==> src/rtl/pipeline_ctrl.sv <==
// Hazard and pipeline-control unit for the 5-stage core: scoreboard of EX/MEM/WB
// destinations, per-stage advance/flush/bubble, EX forwarding, ID bypass, perf counters.
module pipeline_ctrl #(
  parameter int REG_ADDR_W = 5,
  parameter int FORWARD_EN = 1,
  parameter int CNT_W      = 16
) (
  input  logic                  clk,
  input  logic                  rst,
  input  logic                  id_valid,
  input  logic [REG_ADDR_W-1:0] id_rs1,
  input  logic [REG_ADDR_W-1:0] id_rs2,
  input  logic                  id_rs1_used,
  input  logic                  id_rs2_used,
  input  logic [REG_ADDR_W-1:0] id_rd,
  input  logic                  id_rd_wr_en,
  input  logic                  id_is_load,
  input  logic                  ex_redirect,
  input  logic                  mem_busy,
  output logic                  advance_f,
  output logic                  flush_d,
  output logic                  bubble_e,
  output logic                  advance_e,
  output logic [1:0]            fwd_a_sel,
  output logic [1:0]            fwd_b_sel,
  output logic                  id_bypass_a,
  output logic                  id_bypass_b,
  output logic [CNT_W-1:0]      stall_cnt,
  output logic [CNT_W-1:0]      flush_cnt
);

  localparam logic [REG_ADDR_W-1:0] ZERO_REG = {REG_ADDR_W{1'b0}};
  localparam logic [1:0] FWD_REG = 2'b00;
  localparam logic [1:0] FWD_MEM = 2'b01;
  localparam logic [1:0] FWD_WB  = 2'b10;
  localparam logic [CNT_W-1:0] CNT_MAX = {CNT_W{1'b1}};
  localparam logic [CNT_W-1:0] CNT_ONE = {{(CNT_W-1){1'b0}}, 1'b1};

  function automatic logic src_match(input logic writer, input logic [REG_ADDR_W-1:0] rd,
                                     input logic [REG_ADDR_W-1:0] rs, input logic used);
    return writer & used & (rd == rs);
  endfunction

  function automatic logic [CNT_W-1:0] sat_inc(input logic [CNT_W-1:0] v);
    return (v == CNT_MAX) ? v : v + CNT_ONE;
  endfunction

  logic                  ex_valid_r, ex_wr_en_r, ex_is_load_r;
  logic [REG_ADDR_W-1:0] ex_rd_r, ex_rs1_r, ex_rs2_r;
  logic                  ex_rs1_used_r, ex_rs2_used_r;
  logic                  mem_valid_r, mem_wr_en_r, mem_is_load_r;
  logic [REG_ADDR_W-1:0] mem_rd_r;
  logic                  wb_valid_r, wb_wr_en_r;
  logic [REG_ADDR_W-1:0] wb_rd_r;

  logic ex_writer_s, mem_writer_s, wb_writer_s;
  logic hit_ex_rs1_s, hit_ex_rs2_s, hit_mem_rs1_s, hit_mem_rs2_s;
  logic hz_s, stall_event_s;

  assign ex_writer_s  = ex_valid_r  & ex_wr_en_r  & (ex_rd_r  != ZERO_REG);
  assign mem_writer_s = mem_valid_r & mem_wr_en_r & (mem_rd_r != ZERO_REG);
  assign wb_writer_s  = wb_valid_r  & wb_wr_en_r  & (wb_rd_r  != ZERO_REG);

  assign hit_ex_rs1_s  = src_match(ex_writer_s,  ex_rd_r,  id_rs1, id_rs1_used);
  assign hit_ex_rs2_s  = src_match(ex_writer_s,  ex_rd_r,  id_rs2, id_rs2_used);
  assign hit_mem_rs1_s = src_match(mem_writer_s, mem_rd_r, id_rs1, id_rs1_used);
  assign hit_mem_rs2_s = src_match(mem_writer_s, mem_rd_r, id_rs2, id_rs2_used);

  // Hazard detection: with forwarding only a load in EX can starve the ID consumer
  always_comb begin
    hz_s = 1'b0;
    if (FORWARD_EN != 0) begin
      hz_s = id_valid & ex_is_load_r & (hit_ex_rs1_s | hit_ex_rs2_s);
    end else begin
      hz_s = id_valid & (hit_ex_rs1_s | hit_ex_rs2_s | hit_mem_rs1_s | hit_mem_rs2_s);
    end
  end

  // Stage controls; a taken redirect overrides the hazard stall
  always_comb begin
    advance_e = ~mem_busy;
    advance_f = ~mem_busy & (~hz_s | ex_redirect);
    flush_d   = ~mem_busy & ex_redirect;
    bubble_e  = ~mem_busy & (hz_s | ex_redirect);
  end

  // EX operand forwarding, MEM before WB; a load in MEM has no data yet
  always_comb begin
    fwd_a_sel = FWD_REG;
    fwd_b_sel = FWD_REG;
    if ((FORWARD_EN != 0) && ex_valid_r) begin
      if (src_match(mem_writer_s, mem_rd_r, ex_rs1_r, ex_rs1_used_r) && !mem_is_load_r) begin
        fwd_a_sel = FWD_MEM;
      end else if (src_match(wb_writer_s, wb_rd_r, ex_rs1_r, ex_rs1_used_r)) begin
        fwd_a_sel = FWD_WB;
      end else begin
        fwd_a_sel = FWD_REG;
      end
      if (src_match(mem_writer_s, mem_rd_r, ex_rs2_r, ex_rs2_used_r) && !mem_is_load_r) begin
        fwd_b_sel = FWD_MEM;
      end else if (src_match(wb_writer_s, wb_rd_r, ex_rs2_r, ex_rs2_used_r)) begin
        fwd_b_sel = FWD_WB;
      end else begin
        fwd_b_sel = FWD_REG;
      end
    end else begin
      fwd_a_sel = FWD_REG;
      fwd_b_sel = FWD_REG;
    end
  end

  // Register-file write-then-read in the same cycle
  assign id_bypass_a = id_valid & src_match(wb_writer_s, wb_rd_r, id_rs1, id_rs1_used);
  assign id_bypass_b = id_valid & src_match(wb_writer_s, wb_rd_r, id_rs2, id_rs2_used);

  // Scoreboard shift; everything holds while data memory is busy
  always_ff @(posedge clk) begin
    if (rst) begin
      ex_valid_r    <= 1'b0;
      ex_wr_en_r    <= 1'b0;
      ex_is_load_r  <= 1'b0;
      ex_rd_r       <= ZERO_REG;
      ex_rs1_r      <= ZERO_REG;
      ex_rs2_r      <= ZERO_REG;
      ex_rs1_used_r <= 1'b0;
      ex_rs2_used_r <= 1'b0;
      mem_valid_r   <= 1'b0;
      mem_wr_en_r   <= 1'b0;
      mem_is_load_r <= 1'b0;
      mem_rd_r      <= ZERO_REG;
      wb_valid_r    <= 1'b0;
      wb_wr_en_r    <= 1'b0;
      wb_rd_r       <= ZERO_REG;
    end else if (advance_e) begin
      wb_valid_r    <= mem_valid_r;
      wb_wr_en_r    <= mem_wr_en_r;
      wb_rd_r       <= mem_rd_r;
      mem_valid_r   <= ex_valid_r;
      mem_wr_en_r   <= ex_wr_en_r;
      mem_is_load_r <= ex_is_load_r;
      mem_rd_r      <= ex_rd_r;
      if (bubble_e) begin
        ex_valid_r    <= 1'b0;
        ex_wr_en_r    <= 1'b0;
        ex_is_load_r  <= 1'b0;
        ex_rd_r       <= ZERO_REG;
        ex_rs1_r      <= ZERO_REG;
        ex_rs2_r      <= ZERO_REG;
        ex_rs1_used_r <= 1'b0;
        ex_rs2_used_r <= 1'b0;
      end else begin
        ex_valid_r    <= id_valid;
        ex_wr_en_r    <= id_rd_wr_en;
        ex_is_load_r  <= id_is_load;
        ex_rd_r       <= id_rd;
        ex_rs1_r      <= id_rs1;
        ex_rs2_r      <= id_rs2;
        ex_rs1_used_r <= id_rs1_used;
        ex_rs2_used_r <= id_rs2_used;
      end
    end
  end

  assign stall_event_s = (hz_s & ~ex_redirect) | mem_busy;

  // Saturating performance counters
  always_ff @(posedge clk) begin
    if (rst) begin
      stall_cnt <= {CNT_W{1'b0}};
      flush_cnt <= {CNT_W{1'b0}};
    end else begin
      if (stall_event_s) begin
        stall_cnt <= sat_inc(stall_cnt);
      end
      if (flush_d) begin
        flush_cnt <= sat_inc(flush_cnt);
      end
    end
  end

endmodule

==> config.mk <==
export PLATFORM = sky130hd
export DESIGN_NAME = pipeline_ctrl
export DESIGN_NICKNAME = d
export VERILOG_FILES = /design/src/rtl/pipeline_ctrl.sv
export SDC_FILE = /design/constraint.sdc
export NUM_CORES = 1
export LEC_CHECK = 0
export ABC_CLOCK_PERIOD_IN_PS = 1700
export BUFFER_PORTS_ARGS = -buffer_cell sky130_fd_sc_hd__buf_2
export CORE_MARGIN = 1.5
export CORE_UTILIZATION = 30
export DETAILED_ROUTE_END_ITERATION = 8
export SLEW_MARGIN = 20
export SYNTH_ARGS = -nofsm -noshare
export SYNTH_HDL_FRONTEND = slang
export SYNTH_SLANG_ARGS = --single-unit
==> constraint.sdc <==
create_clock -name clk -period 1.7 [get_ports clk]
set_input_delay 0.17 -clock clk [delete_from_list [all_inputs] [get_ports clk]]
set_output_delay 0.17 -clock clk [all_outputs]
set_load 0.02 [all_outputs]
==> flow_summary.ini <==
[power]
p_leak_nw = 2.35
power_per_cell_area_nw_per_um2 = 731
vdd_ir_drop_max_mv = 0.683

[worst_setup_path]
path_cells = buf_6 > xor2_1 > nor4_2 > nand3_1 > nor2_2 > and2_4 > buf_6
endpoint_kind = primary output
crit_type = flop to primary output
max_stage_delay_ns = 0.34
critical_path.max_fanout = 3
cp_slowest_cell = dfxtp_2
crit_path_frequent_cell = buf_6
cp-start-kind = flop
critical_path_arrival_ns = 1.88
critPathRequiredTime_ns = 1.53

[synthesis]
synthFlopType = dfxtp_1
syn_nets = 414
syn_avg_cell_area_um2 = 8.78
yosys.area.top_type = dfxtp_1
syn_inst = 388
synth_edf_count = 0
async_reset_ff_share_pct = 0
ys_types = 37
syn_area_um2 = 3410
yosysTopAreaCellShare_pct = 39.4
synthTopCellsByArea = dfxtp_1 39%, mux2i_1 11%, xor2_1 7.5%
ys_warn_count = 0
ys_ff_latch = 67
ys_seq_area_share_pct = 39.4

[timing]
finalHoldViolCount = 0
fin_hold_ws_ns = 0.0668
setup-tns-final_ns = -3.22
worstMarginPinSlew_ns = 0.445
grt_setup_unrepaired = yes
skew_ns = 0.00385
setup_violations = 23
period_minus_slack_ns = 2.05
period_share_pct = 121
finalMaxSlewViolations = 0
max_freq_ghz = 0.488
relSlewSlack_pct = 70.3
worst_slack_ns = -0.349

[status]
status = finished, violations left
violations = setup timing

[clocking]
clock-root-buffer = clkbuf_16
clkTransAtPathRegs_ns = 0.05
cts_num_sinks = 67
clockBufferDepth = 2
cts_tree = done
htree_levels = 3
numCtsBuffers = 9
clkLatencyLatePin_ns = 0.34

[grt]
grt_max_degree = 27
grt_pass1_wl_mm = 16.0
grt_usage_pct = 17.5
grt_antenna_before_repair = 0
grt_pass1_vias = 3248
grt-ovfl-total = 0

[die]
initial_core_util_pct = 31.2
fp.dieW_um = 110
rows = 38
core_um2 = 10900
die_h_um = 110
dieArea_um2 = 12000
io_pins = 66

[route]
num_vias = 3343
wire_per_inst_um = 15.3
drc_errors = 0
totalWireLength_mm = 10.3
drt_pre_antenna_iters = 4
route.antenna.remaining_nets = 0
dr.first_iter.drc_count = 113
vias_per_cell = 4.94

[run]
maxCapViolCount = 0

[place]
dp_hpwl_mm = 7.00
gp_congestion = 0.840
port_buffers = 65
placed_area_um2 = 4430

[cells_and_area]
diodes = 0
final_common_cell = buf_4
design_area_um2 = 5200
fin_nets = 559
layout_common_cells = 87 x buf_4, 59 x nor2_1, 58 x buf_2, 39 x dfxtp_1, 36 x mux2i_1
drive_above_1_share_pct = 47.9
syn2layout_area_growth_pct = 52.7

[min_path]
min_path_type = input port to flop
## cell families after synthesis
family	synth area share, %
XOR/XNOR	13.6
multiplexers	11.2
flip-flops	39.4
AND/OR/NAND/NOR	23.6
AO/OA/AOI/OAI	8.00
buffers and inverters	3.49
adder cells (fa/ha/maj)	0.734
## synthesized netlist by cell type, types with 2 or more instances
master / count
a21oi_1: 18
and2_1: 6
and3_1: 4
and4_1: 5
buf_2: 5
buf_6: 2
clkbuf_1: 16
dfxtp_1: 67
ha_1: 2
mux2_2: 2
mux2i_1: 36
nand2_1: 20
nand3_1: 18
nand4_1: 12
nor2_1: 61
nor2b_1: 3
nor3_1: 7
nor4_1: 7
o21ai_0: 5
o31ai_1: 10
or3_1: 4
or4_1: 12
xnor2_1: 24
xor2_1: 29
## where the power goes
| part | switching [mW] | internal [mW] |
|---|---|---|
| logic | 0.238 | 0.231 |
| clock network | 0.685 | 1.01 |
| registers | 0.0429 | 1.60 |
| total | 0.966 | 2.84 |
## through the flow
| step | util [%] | std cells | total power, mW | setup slack, ns |
|---|---|---|---|---|
| floorplan | - | 388 | 1.90 | -0.0507 |
| global placement | 40.5 | 645 | 2.06 | -0.107 |
| detailed placement | 40.5 | 645 | 2.07 | -0.131 |
| CTS | 45.2 | 665 | 3.82 | -0.288 |
| global route | 47.6 | 677 | 3.95 | -0.422 |
| finish | 47.6 | 677 | 3.81 | -0.349 |
## final cells by class
class | count | area, um2
Clock buffer | 12 | 246
Clock inverter | 3 | 15.0
Fill cell | 1060 | 5730
Inverter | 2 | 15.0
Multi-Input combinational cell | 295 | 2240
Sequential cell | 67 | 1400
Tap cell | 140 | 175
Timing Repair Buffer | 157 | 1100
Timing Repair inverter | 1 | 11.3
## state kept, by name (all words and copies together) (netlist names)
signal,flops
ex_valid_r,1
wb_rd_r,5
flush_cnt,16
ex_wr_en_r,1
ex_rd_r,5
wb_valid_r,1
stall_cnt,16
ex_rs1_used_r,1
ex_rs1_r,5
mem_wr_en_r,1
mem_rd_r,5
ex_rs2_r,5
ex_is_load_r,1
mem_is_load_r,1
wb_wr_en_r,1
ex_rs2_used_r,1
mem_valid_r,1
## what timing repair did
action	4_1_cts	5_1_grt
setup endpoints to repair	25	35
gates resized for setup	55	39
hold buffers	0	0
pin swaps	21	23
cloned	1	0
setup buffers	4	12
## metal layers
layer  wire (um)  vias to the layer above  GRT usage, %
li1            -                     1653             -
met1        4380                     1596          20.3
met2        5270                       82          29.9
met3         508                       12          5.69
met4         187                        0          6.68
met5           0                        -             0
## critical path: cells and delay by family (launching register included)
kind                      cells  cell delay [ns]
DFF                           1             0.34
and+or+nand+nor               4             0.81
buffers and inverters         2             0.23
xor gates and xnor gates      1             0.16
## final timing paths
path	from	slack [ns]	cells past startpoint	end
min	id_rd[2]	0.07	3	ex_rd_r[2]
max	mem_rd_r[3]	-0.35	7	fwd_a_sel[0]
min reg2reg	stall_cnt[11]	0.51	2	stall_cnt[11]
max reg2reg	ex_rd_r[4]	-0.20	8	stall_cnt[4]
(Power assumes the default switching activity.)
